**src/rtl/bpu_pkg.sv**
```systemverilog
`default_nettype none
// ============================================================================
//  Module      : bpu_pkg
//  Description : Shared types and constants for the branch prediction unit.
//                Holds the FSM state enum, the 2-bit direction counter
//                constants and a saturating counter helper.
//                The BTB entry struct depends on PC_W/ENTRIES, so its layout
//                is declared from localparams inside branch_predict_unit.
//  Revision    : 1.0  initial release
// ============================================================================
package bpu_pkg;

    typedef enum logic [0:0] {
        RUN  = 1'b0,
        HALT = 1'b1
    } bpu_state_e;

    localparam logic [1:0] CTR_INIT = 2'd2;
    localparam logic [1:0] CTR_MAX  = 2'd3;

    // 2-bit saturating up/down step for the direction counter.
    function automatic logic [1:0] ctr_next(input logic [1:0] ctr, input logic taken);
        logic [1:0] r;
        r = ctr;
        if (taken) begin
            if (ctr != CTR_MAX) r = ctr + 2'd1;
        end else begin
            if (ctr != 2'd0) r = ctr - 2'd1;
        end
        return r;
    endfunction

endpackage : bpu_pkg
`default_nettype wire

```
**src/rtl/branch_predict_unit_if.sv**
```systemverilog
`default_nettype none
// ============================================================================
//  Module      : branch_predict_unit_if
//  Description : Pipeline-side bundle of the branch prediction unit.
//                master : the pipeline (drives fetch PC and EX resolve info)
//                slave  : the branch prediction unit
//  Signals     : f_pc / f_pred_taken / f_pred_target      - IF lookup
//                ex_*                                     - EX resolve inputs
//                redirect / redirect_pc / flush / pc_four - PC mux, flush
//                branch_count / mispredict_count          - perf counters
//  Revision    : 1.0  initial release
// ============================================================================
interface branch_predict_unit_if #(
    parameter int PC_W  = 9,
    parameter int CNT_W = 32
);
    logic [PC_W-1:0]  f_pc;
    logic             f_pred_taken;
    logic [PC_W-1:0]  f_pred_target;

    logic             ex_valid;
    logic [PC_W-1:0]  ex_pc;
    logic             ex_branch;
    logic             ex_jal;
    logic             ex_jalr;
    logic             ex_halt;
    logic [31:0]      ex_imm;
    logic [31:0]      ex_alu_result;
    logic             ex_pred_taken;
    logic [PC_W-1:0]  ex_pred_target;

    logic             redirect;
    logic [PC_W-1:0]  redirect_pc;
    logic             flush;
    logic [PC_W-1:0]  pc_four;
    logic [CNT_W-1:0] branch_count;
    logic [CNT_W-1:0] mispredict_count;

    modport master (
        output f_pc, ex_valid, ex_pc, ex_branch, ex_jal, ex_jalr, ex_halt,
               ex_imm, ex_alu_result, ex_pred_taken, ex_pred_target,
        input  f_pred_taken, f_pred_target, redirect, redirect_pc, flush,
               pc_four, branch_count, mispredict_count
    );

    modport slave (
        input  f_pc, ex_valid, ex_pc, ex_branch, ex_jal, ex_jalr, ex_halt,
               ex_imm, ex_alu_result, ex_pred_taken, ex_pred_target,
        output f_pred_taken, f_pred_target, redirect, redirect_pc, flush,
               pc_four, branch_count, mispredict_count
    );

endinterface : branch_predict_unit_if
`default_nettype wire

```
**src/rtl/branch_predict_unit_btb.sv**
```systemverilog
`default_nettype none
// ============================================================================
//  Module      : branch_target_buffer
//  Description : Direct-mapped entry storage. Two asynchronous read ports
//                (fetch lookup, EX lookup), one synchronous write port and an
//                asynchronous clear of every entry. Entry layout is opaque
//                here; an all-zero word is an invalid entry with ctr = 0.
//  Ports       : clk, rst_n                 - clock, active-low async reset
//                rd_a_idx_i / rd_a_entry_o  - read port A
//                rd_b_idx_i / rd_b_entry_o  - read port B
//                wr_en_i, wr_idx_i, wr_entry_i - write port
//  Revision    : 1.0  initial release
// ============================================================================
module branch_target_buffer #(
    parameter  int ENTRY_W = 16,
    parameter  int ENTRIES = 16,
    localparam int IDX_W   = $clog2(ENTRIES)
) (
    input  wire logic               clk,
    input  wire logic               rst_n,
    input  wire logic [IDX_W-1:0]   rd_a_idx_i,
    output logic      [ENTRY_W-1:0] rd_a_entry_o,
    input  wire logic [IDX_W-1:0]   rd_b_idx_i,
    output logic      [ENTRY_W-1:0] rd_b_entry_o,
    input  wire logic               wr_en_i,
    input  wire logic [IDX_W-1:0]   wr_idx_i,
    input  wire logic [ENTRY_W-1:0] wr_entry_i
);

    logic [ENTRY_W-1:0] mem_q [ENTRIES];

    // Reads return the pre-write contents during a write cycle (no bypass).
    assign rd_a_entry_o = mem_q[rd_a_idx_i];
    assign rd_b_entry_o = mem_q[rd_b_idx_i];

    always_ff @(posedge clk or negedge rst_n) begin
        if (!rst_n) begin
            for (int i = 0; i < ENTRIES; i++) begin
                mem_q[i] <= '0;
            end
        end else if (wr_en_i) begin
            mem_q[wr_idx_i] <= wr_entry_i;
        end
    end

endmodule : branch_target_buffer
`default_nettype wire

```
**src/rtl/branch_predict_unit.sv**
```systemverilog
`default_nettype none
// ============================================================================
//  Module      : branch_predict_unit
//  Description : BTB-based branch predictor with EX-stage resolve, redirect
//                generation, sticky HALT state and saturating perf counters.
//  Ports       : clk    - system clock
//                reset  - asynchronous active-low reset
//                bus    - branch_predict_unit_if.slave (IF lookup, EX
//                         resolve, redirect/flush, perf counters)
//  Revision    : 1.0  initial release
// ============================================================================
module branch_predict_unit
    import bpu_pkg::*;
#(
    parameter int PC_W    = 9,
    parameter int ENTRIES = 16,
    parameter int CNT_W   = 32
) (
    input  wire logic           clk,
    input  wire logic           reset,
    branch_predict_unit_if.slave bus
);

    localparam int IDX_W   = $clog2(ENTRIES);
    localparam int TAG_W   = PC_W - IDX_W - 2;
    localparam int ENTRY_W = 1 + TAG_W + PC_W + 1 + 2;

    typedef struct packed {
        logic             valid;
        logic [TAG_W-1:0] tag;
        logic [PC_W-1:0]  target;
        logic             jump;
        logic [1:0]       ctr;
    } btb_entry_t;

    // ------------------------------------------------------------------
    // Reset: asserted asynchronously, released on a clock edge.
    // ------------------------------------------------------------------
    logic [1:0] rst_sync_q;
    logic       rst_n;

    always_ff @(posedge clk or negedge reset) begin
        if (!reset) rst_sync_q <= 2'b00;
        else        rst_sync_q <= {rst_sync_q[0], 1'b1};
    end
    assign rst_n = rst_sync_q[1];

    // ------------------------------------------------------------------
    // BTB
    // ------------------------------------------------------------------
    btb_entry_t       f_entry, ex_entry, wr_entry;
    logic             wr_en;
    logic [IDX_W-1:0] f_idx, ex_idx;
    logic [TAG_W-1:0] f_tag, ex_tag;

    assign f_idx  = bus.f_pc[IDX_W+1:2];
    assign f_tag  = bus.f_pc[PC_W-1:IDX_W+2];
    assign ex_idx = bus.ex_pc[IDX_W+1:2];
    assign ex_tag = bus.ex_pc[PC_W-1:IDX_W+2];

    branch_target_buffer #(
        .ENTRY_W (ENTRY_W),
        .ENTRIES (ENTRIES)
    ) u_btb (
        .clk          (clk),
        .rst_n        (rst_n),
        .rd_a_idx_i   (f_idx),
        .rd_a_entry_o (f_entry),
        .rd_b_idx_i   (ex_idx),
        .rd_b_entry_o (ex_entry),
        .wr_en_i      (wr_en),
        .wr_idx_i     (ex_idx),
        .wr_entry_i   (wr_entry)
    );

    // ------------------------------------------------------------------
    // State
    // ------------------------------------------------------------------
    bpu_state_e       state_q, state_d;
    logic [PC_W-1:0]  halt_pc_q, halt_pc_d;
    logic [CNT_W-1:0] branch_cnt_q, branch_cnt_d;
    logic [CNT_W-1:0] mispred_cnt_q, mispred_cnt_d;

    // ------------------------------------------------------------------
    // Fetch lookup
    // ------------------------------------------------------------------
    logic f_hit, f_take;

    assign f_hit  = f_entry.valid && (f_entry.tag == f_tag);
    assign f_take = rst_n && (state_q == RUN) && f_hit && (f_entry.jump || f_entry.ctr[1]);

    assign bus.f_pred_taken  = f_take;
    assign bus.f_pred_target = f_take ? f_entry.target : '0;

    // ------------------------------------------------------------------
    // EX resolve
    // ------------------------------------------------------------------
    logic            is_ctrl, halt_evt, resolve;
    logic            actual_taken, mispredict, ex_hit;
    logic [PC_W-1:0] actual_target, pc_four;

    assign is_ctrl  = bus.ex_branch | bus.ex_jal | bus.ex_jalr;
    // Halt wins over any class bit raised together with it.
    assign halt_evt = bus.ex_valid && (state_q == RUN) && bus.ex_halt;
    assign resolve  = bus.ex_valid && (state_q == RUN) && !bus.ex_halt && is_ctrl;

    assign actual_taken  = bus.ex_jal | bus.ex_jalr | (bus.ex_branch & bus.ex_alu_result[0]);
    assign actual_target = bus.ex_jalr ? {bus.ex_alu_result[PC_W-1:1], 1'b0}
                                       : bus.ex_pc + bus.ex_imm[PC_W-1:0];
    assign pc_four       = bus.ex_pc + PC_W'(4);
    assign mispredict    = (bus.ex_pred_taken != actual_taken) ||
                           (actual_taken && (bus.ex_pred_target != actual_target));
    assign ex_hit        = ex_entry.valid && (ex_entry.tag == ex_tag);

    // ------------------------------------------------------------------
    // FSM, redirect
    // ------------------------------------------------------------------
    logic            redirect;
    logic [PC_W-1:0] redirect_pc;

    always_ff @(posedge clk or negedge rst_n) begin
        if (!rst_n) begin
            state_q       <= RUN;
            halt_pc_q     <= '0;
            branch_cnt_q  <= '0;
            mispred_cnt_q <= '0;
        end else begin
            state_q       <= state_d;
            halt_pc_q     <= halt_pc_d;
            branch_cnt_q  <= branch_cnt_d;
            mispred_cnt_q <= mispred_cnt_d;
        end
    end

    always_comb begin
        state_d     = state_q;
        halt_pc_d   = halt_pc_q;
        redirect    = 1'b0;
        redirect_pc = pc_four;
        case (state_q)
            RUN: begin
                if (halt_evt) begin
                    state_d     = HALT;
                    halt_pc_d   = bus.ex_pc;
                    redirect    = 1'b1;
                    redirect_pc = bus.ex_pc;
                end else if (resolve) begin
                    redirect    = mispredict;
                    redirect_pc = actual_taken ? actual_target : pc_four;
                end
            end
            HALT: begin
                redirect    = 1'b1;
                redirect_pc = halt_pc_q;
            end
            default: state_d = RUN;
        endcase
        if (!rst_n) redirect = 1'b0;
    end

    // ------------------------------------------------------------------
    // Table update and perf counters
    // ------------------------------------------------------------------
    always_comb begin
        wr_en    = 1'b0;
        wr_entry = ex_entry;
        if (resolve) begin
            if (ex_hit) begin
                wr_en        = 1'b1;
                wr_entry.ctr = ctr_next(ex_entry.ctr, actual_taken);
                if (actual_taken) begin
                    wr_entry.target = actual_target;
                    wr_entry.jump   = bus.ex_jal | bus.ex_jalr;
                end
            end else if (actual_taken) begin
                wr_en           = 1'b1;
                wr_entry.valid  = 1'b1;
                wr_entry.tag    = ex_tag;
                wr_entry.target = actual_target;
                wr_entry.jump   = bus.ex_jal | bus.ex_jalr;
                wr_entry.ctr    = CTR_INIT;
            end
        end
    end

    always_comb begin
        branch_cnt_d  = branch_cnt_q;
        mispred_cnt_d = mispred_cnt_q;
        if (resolve && !(&branch_cnt_q))                 branch_cnt_d  = branch_cnt_q + 1'b1;
        if (resolve && mispredict && !(&mispred_cnt_q)) mispred_cnt_d = mispred_cnt_q + 1'b1;
    end

    assign bus.redirect         = redirect;
    assign bus.flush            = redirect;
    assign bus.redirect_pc      = redirect_pc;
    assign bus.pc_four          = pc_four;
    assign bus.branch_count     = branch_cnt_q;
    assign bus.mispredict_count = mispred_cnt_q;

endmodule : branch_predict_unit
`default_nettype wire

```
**src/flat_wrapper.sv**
```systemverilog
// flat-port wrapper written by rule: the top's interface ports become plain ports
module branch_predict_unit_flat import bpu_pkg::*;
#(
    parameter int PC_W    = 9,
    parameter int ENTRIES = 16,
    parameter int CNT_W   = 32
)
  (clk, reset, bus_f_pc, bus_ex_valid, bus_ex_pc, bus_ex_branch, bus_ex_jal, bus_ex_jalr, bus_ex_halt, bus_ex_imm, bus_ex_alu_result, bus_ex_pred_taken, bus_ex_pred_target, bus_f_pred_taken, bus_f_pred_target, bus_redirect, bus_redirect_pc, bus_flush, bus_pc_four, bus_branch_count, bus_mispredict_count);
  branch_predict_unit_if #(.PC_W(PC_W), .CNT_W(CNT_W)) bus_i ();
  input  wire logic clk;
  input  wire logic reset;
  input wire logic [$bits(bus_i.f_pc)-1:0] bus_f_pc;
  input wire logic [$bits(bus_i.ex_valid)-1:0] bus_ex_valid;
  input wire logic [$bits(bus_i.ex_pc)-1:0] bus_ex_pc;
  input wire logic [$bits(bus_i.ex_branch)-1:0] bus_ex_branch;
  input wire logic [$bits(bus_i.ex_jal)-1:0] bus_ex_jal;
  input wire logic [$bits(bus_i.ex_jalr)-1:0] bus_ex_jalr;
  input wire logic [$bits(bus_i.ex_halt)-1:0] bus_ex_halt;
  input wire logic [$bits(bus_i.ex_imm)-1:0] bus_ex_imm;
  input wire logic [$bits(bus_i.ex_alu_result)-1:0] bus_ex_alu_result;
  input wire logic [$bits(bus_i.ex_pred_taken)-1:0] bus_ex_pred_taken;
  input wire logic [$bits(bus_i.ex_pred_target)-1:0] bus_ex_pred_target;
  output wire logic [$bits(bus_i.f_pred_taken)-1:0] bus_f_pred_taken;
  output wire logic [$bits(bus_i.f_pred_target)-1:0] bus_f_pred_target;
  output wire logic [$bits(bus_i.redirect)-1:0] bus_redirect;
  output wire logic [$bits(bus_i.redirect_pc)-1:0] bus_redirect_pc;
  output wire logic [$bits(bus_i.flush)-1:0] bus_flush;
  output wire logic [$bits(bus_i.pc_four)-1:0] bus_pc_four;
  output wire logic [$bits(bus_i.branch_count)-1:0] bus_branch_count;
  output wire logic [$bits(bus_i.mispredict_count)-1:0] bus_mispredict_count;
  assign bus_i.f_pc = bus_f_pc;
  assign bus_i.ex_valid = bus_ex_valid;
  assign bus_i.ex_pc = bus_ex_pc;
  assign bus_i.ex_branch = bus_ex_branch;
  assign bus_i.ex_jal = bus_ex_jal;
  assign bus_i.ex_jalr = bus_ex_jalr;
  assign bus_i.ex_halt = bus_ex_halt;
  assign bus_i.ex_imm = bus_ex_imm;
  assign bus_i.ex_alu_result = bus_ex_alu_result;
  assign bus_i.ex_pred_taken = bus_ex_pred_taken;
  assign bus_i.ex_pred_target = bus_ex_pred_target;
  assign bus_f_pred_taken = bus_i.f_pred_taken;
  assign bus_f_pred_target = bus_i.f_pred_target;
  assign bus_redirect = bus_i.redirect;
  assign bus_redirect_pc = bus_i.redirect_pc;
  assign bus_flush = bus_i.flush;
  assign bus_pc_four = bus_i.pc_four;
  assign bus_branch_count = bus_i.branch_count;
  assign bus_mispredict_count = bus_i.mispredict_count;
  branch_predict_unit #(.PC_W(PC_W), .ENTRIES(ENTRIES), .CNT_W(CNT_W)) u_core (.clk(clk), .reset(reset), .bus(bus_i));
endmodule
```
**config.mk**
```make
export PLATFORM = sky130hd
export DESIGN_NAME = branch_predict_unit_flat
export DESIGN_NICKNAME = d
export VERILOG_FILES = /design/src/rtl/bpu_pkg.sv /design/src/rtl/branch_predict_unit_if.sv /design/src/rtl/branch_predict_unit_btb.sv /design/src/rtl/branch_predict_unit.sv /design/src/flat_wrapper.sv
export SDC_FILE = /design/constraint.sdc
export NUM_CORES = 1
export LEC_CHECK = 0
export ABC_AREA = 1
export CELL_PAD_IN_SITES_DETAIL_PLACEMENT = 1
export CELL_PAD_IN_SITES_GLOBAL_PLACEMENT = 2
export CORE_ASPECT_RATIO = 1.2
export CORE_UTILIZATION = 33
export DETAILED_ROUTE_END_ITERATION = 10
export GPL_TIMING_DRIVEN = 0
export PLACE_DENSITY = 0.91
export RECOVER_POWER = 50
export SLEW_MARGIN = 25
export SYNTH_ARGS = -nofsm -noshare
export SYNTH_HDL_FRONTEND = slang
export SYNTH_HIERARCHICAL = 1
export SYNTH_SLANG_ARGS = --single-unit
export TNS_END_PERCENT = 50
```
**constraint.sdc**
```tcl
create_clock -name clk -period 12.78 [get_ports clk]
set_input_delay 2.556 -clock clk [delete_from_list [all_inputs] [get_ports clk]]
set_output_delay 2.556 -clock clk [all_outputs]
set_load 0.02 [all_outputs]
```
; ---- After elaboration in Yosys (flattened, before gate mapping)
; Index checks and enable logic that the tools add are counted.
[word_totals]
register_bits = 332
inputBits = 99
out_inout_bits = 94
wordCells = 98
[classes]
add_sub_neg = 6
n_lt_le_gt_ge = 3
n_eq_ne = 5
muxes = 32
n_bitwise = 8
reduce_logical = 23
[ops]
columns = op, count
row1 = $bwmux W256, 1
row2 = $bmux W16 S4, 2
row3 = $mux W16, 7
row4 = $add A32 B1 Y32 const B, 2
row5 = $demux W16 S4, 1
row6 = $reduce_and A32 Y1, 2
row7 = $mux W9, 5
row8 = $pmux W9 S2, 1
row9 = $logic_and A1 B1 Y1, 14
row10 = $mux W12, 1
row11 = $ge A5 B5 Y1 const B, 2
row12 = $mux W10, 1
row13 = $not A4 Y5, 2
row14 = $add A9 B3 Y9 const B, 1
row15 = $add A9 B9 Y9, 1
row16 = $ne A9 B9 Y1, 1
row17 = $mux W1, 8
row18 = $eq A3 B3 Y1, 2
row19 = $mux W2, 3
row20 = $lt A5 B1 Y1 const B, 1
row21 = $mux W4, 1
row22 = $or A1 B1 Y1, 4
row23 = $logic_not A1 Y1, 3
row24 = $add A2 B1 Y2 const B, 1
row25 = 9 further kinds, 10

; ---- Depth between registers and ports, before layout
; Gate-level depths: netlist (run 1).
[depth]
depth_word = 10
mapped_depth = 21
ltp_nobuf = 17

; ---- Hierarchy
; Netlist (run 1), hierarchy kept.
[modules_own_cells]
columns = mod, n_inst, cells_per_inst, area_per_inst_um2, seq_area_each_um2
row1 = branch_target_buffer, 1, 2224, 14896.8, 6406.1
row2 = branch_predict_unit, 1, 797, 5531.6, 1901.8

; ---- Worst setup path after synthesis (run 1)
; OpenSTA, ideal clock, no wires.
[synth_timing]
path_kind = reg-to-output
startpoint = reg u_core.rst_sync_q[1]
endpoint = out bus_f_pred_target[0]
arrival_ns = 9.527
t_required_ns = 10.224
path_slack_ns = 0.697
stages_incl_launch_ff = 5
path_buffers = 0
path_cell_list = dfrtp_1 -> nand3_1 -> nor4_1 -> clkinv_1 -> nor2_1
[synth_via]
elab_chain_len = 4
[synth_rtl]
columns = element, line
row1 = start: declaration, branch_predict_unit.sv:39  ; logic [1:0] rst_sync_q;
row2 = start signal: assignment, branch_predict_unit.sv:44  ; else rst_sync_q <= {rst_sync_q[0], 1'b1};
row3 = $logic_and A1 B1 Y1 (3 in series), branch_predict_unit.sv:90  ; assign f_take = rst_n && (state_q == RUN) && f_hit && (f_entry.jump || f_entry.ctr[1]);
row4 = via bus_f_pred_taken, flat_wrapper.sv:23  ; output wire logic [$bits(bus_i.f_pred_taken)-1:0] bus_f_pred_taken;
row5 = $mux W9, branch_predict_unit.sv:93  ; assign bus.f_pred_target = f_take ? f_entry.target : '0;
row6 = end: declaration, flat_wrapper.sv:24  ; output wire logic [$bits(bus_i.f_pred_target)-1:0] bus_f_pred_target;
; The timed path passes the listed nets, and every way through them passes these cells.

==> results by stage, run 1 <==
Finish:
- The antenna diode count is 0.
- The post-route cell area is 24200 µm².
- The share of cells above drive strength 1 is 7.03%.
- The most common library cell in the layout ignoring fill and taps is sky130_fd_sc_hd__nand2_1.
- Compared with the post-synthesis result, the final layout area differs by 19.4%.
- The final net count is 3295.
- The library cells used most frequently in the layout, excluding fill and tap cells, are sky130_fd_sc_hd__nand2_1, sky130_fd_sc_hd__nand3_1, sky130_fd_sc_hd__inv_1.
- The number of non-filler instances in the completed layout is 4024.

Place:
- The post-placement cell count is 3950.
- The placed standard-cell area is 23000 µm².
- The HPWL after detailed placement is 77.3 mm.
- The congestion estimate from routability-driven global placement came to 1.08.
- Buffers placed on the I/O ports in this run total between 100 and 150.

Timing:
- The worst slew margin relative to its limit is -82.1%.
- The final count of hold timing violations is 0.
- The peak clock frequency supported by timing is between 100 and 150 MHz.
- Setup violations remaining at the end of the flow were counted as 0.
- The worst path uses 77.5% of the clock period.
- The setup clock skew after layout is 40.7 ps.
- Setup repair after global routing left no endpoint under its margin.
- Subtracting the final worst setup slack from the clock period gives 9900 ps.
- The tightest hold path in the finished design has a slack of 353 ps.
- The max-slew violation total from the final report is 327.
- The slew at the pin with the worst max-slew slack is 2730 ps.

Clocking:
- The number of hold buffers added after CTS is 0.
- The later-pin clock latency in the skew report is 600 ps.
- The setup fix buffers added after clock tree synthesis is 0.
- The clock root buffer is sky130_fd_sc_hd__clkbuf_16.
- Clock tree synthesis inserted a total of 40 buffers.
- The TritonCTS clock tree is built.
- The longest clock path from root to sink contains 3 buffers.
- The sink count of the clock tree is 332.
- The CTS H-tree depth is 2.
- After clock tree synthesis, the repair step resized 0 gates.
- After clock tree synthesis, the clock-pin slew on the worst setup and hold paths is 60 ps.

Power and ir drop:
- The worst-case IR drop observed on VDD is 0.0848 mV.
- The leakage power is approximately 0.012 µW.
- Dividing total power by cell area gives a power density of about 140 nW/µm².

Die:
- The area of the die is 62500 µm².
- The count of boundary I/O pins is 193.
- The floorplan step set the die width to roughly 230 µm.
- After floorplanning, the core was sized to cover 60800 µm².
- The floorplan row count is between 90 and 100.
- Once the floorplan was initialized, standard cells occupied 33.4% of the core.
- The overall die height is 274 µm.

Worst hold path:
- The kind of path behind the tightest hold check is flop to flop.

GRT:
- The initial antenna violation count is 2.
- The maximum number of pins on one net before global-route repair is 51.
- The global-route wire length before repair is roughly 150 mm.
- The leftover overflow at the end of global routing is 0.
- The number of global-route vias before repair was 22300.
- For this run, the total global-route usage over all layers was measured as 32.7%.

Worst setup path:
- In this run the critical register-to-register path is launched from u_core/rst_sync_q[1].
- The biggest fanout along the worst timing path is 10.
- The type of the worst setup path is input pin to primary output.
- The standard cell with the maximum stage delay on the critical path is sky130_fd_sc_hd__clkbuf_1.
- Together, buffers and inverters on the worst path number 5.
- The family of cells with the greatest summed delay on the critical path is buffers and inverters.
- The sort of element at the start of the critical path is an input pin.
- The cell with the most instances on the worst path is sky130_fd_sc_hd__nand3_1.
- The critical path endpoint category is a primary output.
- The most critical setup path has its startpoint at bus_f_pc[3].
- The critical path ends at bus_f_pred_target[0].
- The required time of the worst setup path is 10220 ps.
- The slack of the worst reg-to-reg path is 6600 ps.
- The terminus of the critical flop-to-flop path is u_core/u_btb/mem_q[135].
- The worst register-to-register path has a depth of 3.
- The signal on the critical path passes through clkdlybuf4s50_1 -> inv_2 -> clkbuf_1 -> nand3_1 -> nand3_1 -> nand3_1 -> nand2_1 -> o22a_1 -> nand2_1 -> nor4_1 -> clkinv_1 -> nor2_1 -> clkdlybuf4s50_1.
- Data on the critical path arrives at its endpoint at 7350 ps.
- The logic depth of the worst setup path including buffers is 13.
- The worst stage delay on the critical path is 800 ps.

Synthesis:
- The per-instance average area after synthesis is 6.79 µm².
- The number of nets produced by synthesis is just over 3000.
- During synthesis, Yosys emitted a total of 6 warnings.
- After technology mapping, the gate count stands at between 2000 and 3000.
- Summing every instance area after synthesis gives 20300 µm².

Routing:
- After detailed routing, the total wire length is 103 mm.
- The remaining design rule violation count is 0.
- The count of nets left with antenna violations once routing finished came out at 0.
- After detailed routing, the number of vias per cell comes to 5.42.
- After the first detailed-routing iteration, the DRC count stood at 1926.
- The routed layout has 21800 vias.
- Dividing the detail-routed wire length by the instance count gives 25.5 µm.
- The count of TritonRoute iterations in the first routing pass is 5.

Job:
- The tool flagged a number of max-cap violations equal to 8.

Run status:
- The final reports fail on max-capacitance violations, max-slew violations.
- The flow ran to the end, but the final reports show violations.
worst reg2reg max path: stages (launching register included):
cell and delay, ps:
sky130_fd_sc_hd__dfrtp_1 930, sky130_fd_sc_hd__clkbuf_1 1270, sky130_fd_sc_hd__clkbuf_1 1980, sky130_fd_sc_hd__clkbuf_1 1660
routing by layer:
layer	global-route usage, %	wire, µm	vias up
met5	0	0	-
met4	19.5	6600	0
met2	53.0	47200	829
met1	41.4	42700	10900
met3	4.47	6160	244
li1	-	-	9864
report_power, final:
| part | internal [µW] | switching (µW) | total (µW) |
|---|---|---|---|
| clock network | 752 | 511 | 1260 |
| logic | 237 | 606 | 843 |
| registers | 1190 | 75.4 | 1270 |
| total | 2180 | 1190 | 3370 |
final cells by class:
cell class              instances  area (µm²)
flip-flops and latches        332        8310
clock inverters                22         303
well taps                     808        1010
plain buffers                 173         846
multi-input cells            2103        9740
repair buffers                152        1470
fillers                      7751       36600
inverters                     382        1430
clock buffers                  52        1130
how the worst min path moves through the flow:
| stage | startpoint | to | slack, ps | depth (start not counted) |
|---|---|---|---|---|
| final | u_core/rst_sync_q[0] | u_core/rst_sync_q[1] | 350 | 0 |
| after global routing | u_core/rst_sync_q[0] | u_core/rst_sync_q[1] | 360 | 0 |
| after CTS | u_core/rst_sync_q[1] | u_core/u_btb/mem_q[232] | 260 | 0 |
| after detailed placement | u_core/rst_sync_q[1] | u_core/bus.branch_count[3] | 260 | 0 |
| after global placement | u_core/rst_sync_q[0] | u_core/rst_sync_q[1] | 340 | 0 |
| after floorplan | u_core/rst_sync_q[0] | u_core/rst_sync_q[1] | 330 | 0 |
registers in the layout, summed over array words and instances, names as in the netlist:
register / cells
u_core/bus.branch_count: 32
u_core/bus.mispredict_count: 32
u_core/halt_pc_q: 9
u_core/rst_sync_q: 2
u_core/state_q: 1
u_core/u_btb/mem_q: 256
per-stage QoR:
step	setup slack [ps]	util, %	TNS (ps)	total power, µW
global route	2880	39.9	0	3510
CTS	3070	40.1	0	3390
detailed placement	3070	37.8	0	2110
global placement	-3330	37.4	-479470	2070
finish	2880	39.9	0	3370
floorplan	697	-	0	1720
(Power assumes the default switching activity.)
==> run 2: changes to the inputs <==
--- a/config.mk
+++ b/config.mk
@@ -9,10 +9,10 @@
 export CELL_PAD_IN_SITES_DETAIL_PLACEMENT = 1
 export CELL_PAD_IN_SITES_GLOBAL_PLACEMENT = 2
 export CORE_ASPECT_RATIO = 1.2
-export CORE_UTILIZATION = 33
+export CORE_UTILIZATION = 29
 export DETAILED_ROUTE_END_ITERATION = 10
 export GPL_TIMING_DRIVEN = 0
-export PLACE_DENSITY = 0.91
+export PLACE_DENSITY = 0.85
 export RECOVER_POWER = 50
 export SLEW_MARGIN = 25
 export SYNTH_ARGS = -nofsm -noshare
==> constraint.sdc (replaced) <==
create_clock -name clk -period 8.9 [get_ports clk]
set_input_delay 1.78 -clock clk [delete_from_list [all_inputs] [get_ports clk]]
set_output_delay 1.78 -clock clk [all_outputs]
set_load 0.02 [all_outputs]
==> results by stage, run 2 (synthesis results as in run 1) <==
Clocking:
- The TritonCTS clock tree is built.
- The number of instances resized during post-cts repair is 0 (unchanged).
- The buffer depth of the longest clock path is 3 (unchanged).
- The sink count of the clock tree is 332 (unchanged).
- The clock transition at the registers of the reported paths is 60 ps (about the same).
- In this run the clock root is driven by a sky130_fd_sc_hd__clkbuf_16.
- The number of hold buffers added after CTS is 0 (unchanged).
- The later-pin clock latency in the skew report is 580 ps (-20 ps).
- The CTS H-tree depth is 2 (unchanged).
- The setup fix buffers added after clock tree synthesis is 0 (unchanged).
- The clock buffer count from CTS is 42 (+5.0%).

Routing:
- The via total after detailed routing came to 21400 (-1.9%).
- The via density per instance is 5.19 (-4.3%).
- The remaining number of nets flagged by the antenna check after routing is 0 (unchanged).
- The total routed wirelength is 97.0 mm (-5.5%).
- The remaining design rule violation count is 0 (unchanged).
- The average detailed-routed wire length per instance is 23.5 µm (-7.8%).
- The number of violations reported at the end of detailed-routing iteration 0 is 1814 (-5.8%).
- The count of TritonRoute iterations in the first routing pass came to 5 (unchanged).

Finish:
- The number of flip-flops under the largest register name is 256 (unchanged).
- The most common library cell in the layout ignoring fill and taps is sky130_fd_sc_hd__nand2_1.
- The final net count is 3295 (unchanged).
- The post-route cell area is 24400 µm² (+0.58%).
- In the layout the commonest cells are sky130_fd_sc_hd__nand2_1, sky130_fd_sc_hd__nand3_1, sky130_fd_sc_hd__inv_1.
- Counting flops per register, the top entry is u_core/u_btb/mem_q.
- The relative area change from synthesis to final layout is 20.1%.
- The share of cells above drive strength 1 was 6.97% (-0.056 points).

Worst setup path:
- The cell with the most instances on the worst path is sky130_fd_sc_hd__nand3_1.
- The biggest fanout along the worst timing path is 10 (unchanged).
- The worst stage delay on the critical path is 700 ps (-100 ps).
- The standard cell with the maximum stage delay on the critical path is sky130_fd_sc_hd__clkbuf_1.
- The critical path data arrival time is 6060 ps (-1290 ps).
- The critical path endpoint category is a primary output.
- The required time of the worst setup path was 7120 ps (-3100 ps).
- The buffers plus inverters on the worst setup path was 5 (unchanged).
- Walking the worst path, the cells encountered are clkdlybuf4s50_1 -> buf_2 -> clkbuf_1 -> nand3_1 -> nand3_1 -> nand3_1 -> nand2_1 -> o22a_1 -> nand2_1 -> nor4_1 -> clkinv_1 -> nor2_1 -> clkdlybuf4s50_1.
- The sort of element at the start of the critical path is an input pin.
- By startpoint and endpoint, the worst setup path is classified as input pin to primary output.
- The family of cells with the greatest summed delay on the critical path is buffers and inverters.

Place:
- The final HPWL from detailed placement is 72.4 mm (-6.4%).
- The routability congestion estimate was 1.14 (+4.7%).
- The count of input and output buffers came to 142 (unchanged).
- The placed standard-cell area is 23100 µm² (+0.44%).

GRT:
- The total global routing track utilization is 27.2% (-5.4 points).
- The global-route wire length before repair was 144 mm (-3.7%).
- The initial antenna violation count is 1 (-1).
- The leftover overflow at the end of global routing was 0 (unchanged).
- The maximum number of pins on one net before global-route repair is 48 (-5.9%).
- The number of global-route vias before repair is 21500 (-3.7%).

Job:
- The max-capacitance violation count was 3 (-5).

Power and ir drop:
- The leakage power is 0.0119 µW (+0.15%).
- The power per cell area is 195 nW/µm² (+40%).
- The maximum VDD drop is 0.144 mV (+70%).
- The total power was 4750 µW (+41%).

Die:
- The initial standard-cell utilization of the core came to 29.5% (-3.9 points).
- The floorplan row count came to 105 (+6.1%).
- The overall die height is 292 µm (+6.6%).
- The total core area is 68800 µm² (+13%).
- The die extent in x is 243 µm (+6.6%).
- The area of the die came to 71000 µm² (+14%).
- The count of boundary I/O pins is 193 (unchanged).

Timing:
- The final-report setup violation count is 0 (unchanged).
- Setup repair after global routing left no endpoint under its margin.
- The slew at the pin with the worst max-slew slack is 2610 ps (-122 ps).
- The share of the cycle needed by the critical path after routing is 88.1%.
- The setup clock skew after layout is 20.5 ps (-20.2 ps).
- The worst hold margin is 357 ps (+4.37 ps).
- The peak clock frequency supported by timing is 127 MHz.
- The max-slew violation total from the final report is 131 (-60%).
- The post-route setup TNS is 0 ps (unchanged).
- For the finished layout, the period the worst path requires is 7840 ps.
- The final count of hold timing violations is 0 (unchanged).
- The worst slew margin relative to its limit came to -73.9% (+8.1 points).

Worst hold path:
- The kind of path behind the tightest hold check is flop to flop.

Run status:
- The final reports fail on max-capacitance violations, max-slew violations.
- The run finished, with violations left.
-- run 2: layout make-up --
cell class	count	area, µm²
diodes	1	2.50
plain buffers	173	847
clock buffers	60	1220
clock inverters	13	166
fillers	8774	44500
inverters	382	1430
multi-input cells	2103	9740
flip-flops and latches	332	8310
well taps	909	1140
repair buffers	150	1520
-- run 2: metal layers --
metal  track usage [%]  vias to the layer above  share of wire, %
met5                 0                        -            0.0082
li1                  -                     9870                 -
met1              35.7                    10500                42
met2              41.9                      796                44
met3              4.65                      215               7.0
met4              16.5                        2               6.9
-- run 2: final timing paths --
kind	startpoint	to	slack [ps]	cells past startpoint
max	bus_f_pc[3]	bus_f_pred_target[8]	1060	13
min	u_core/rst_sync_q[0]	u_core/rst_sync_q[1]	360	0
max reg2reg	u_core/rst_sync_q[1]	u_core/u_btb/mem_q[174]	4910	2
min reg2reg	u_core/rst_sync_q[0]	u_core/rst_sync_q[1]	360	0
max in group asynchronous	u_core/rst_sync_q[1]	u_core/u_btb/mem_q[174]	4910	2
min in group asynchronous	u_core/rst_sync_q[1]	u_core/bus.branch_count[2]	580	0
-- run 2: through the flow --
stage | instances | util, % | setup WS (ps)
floorplan | 2990 | - | 1010
global placement | 4041 | 33.2 | -2140
detailed placement | 4049 | 33.5 | 1190
CTS | 4122 | 35.5 | 1170
global route | 4122 | 35.4 | 964
finish | 4123 | 35.4 | 1060
-- run 2: worst register-to-register path: stages (launching register included) --
cell and delay, ps:
sky130_fd_sc_hd__dfrtp_1 1270, sky130_fd_sc_hd__buf_16 360, sky130_fd_sc_hd__clkbuf_1 1880
-- run 2: report_power, final --
part	internal (µW)	switching (µW)	leakage [µW]
clock	1040	710	0.000671
sequential	1710	107	0.00414
combinational	340	837	0.00704
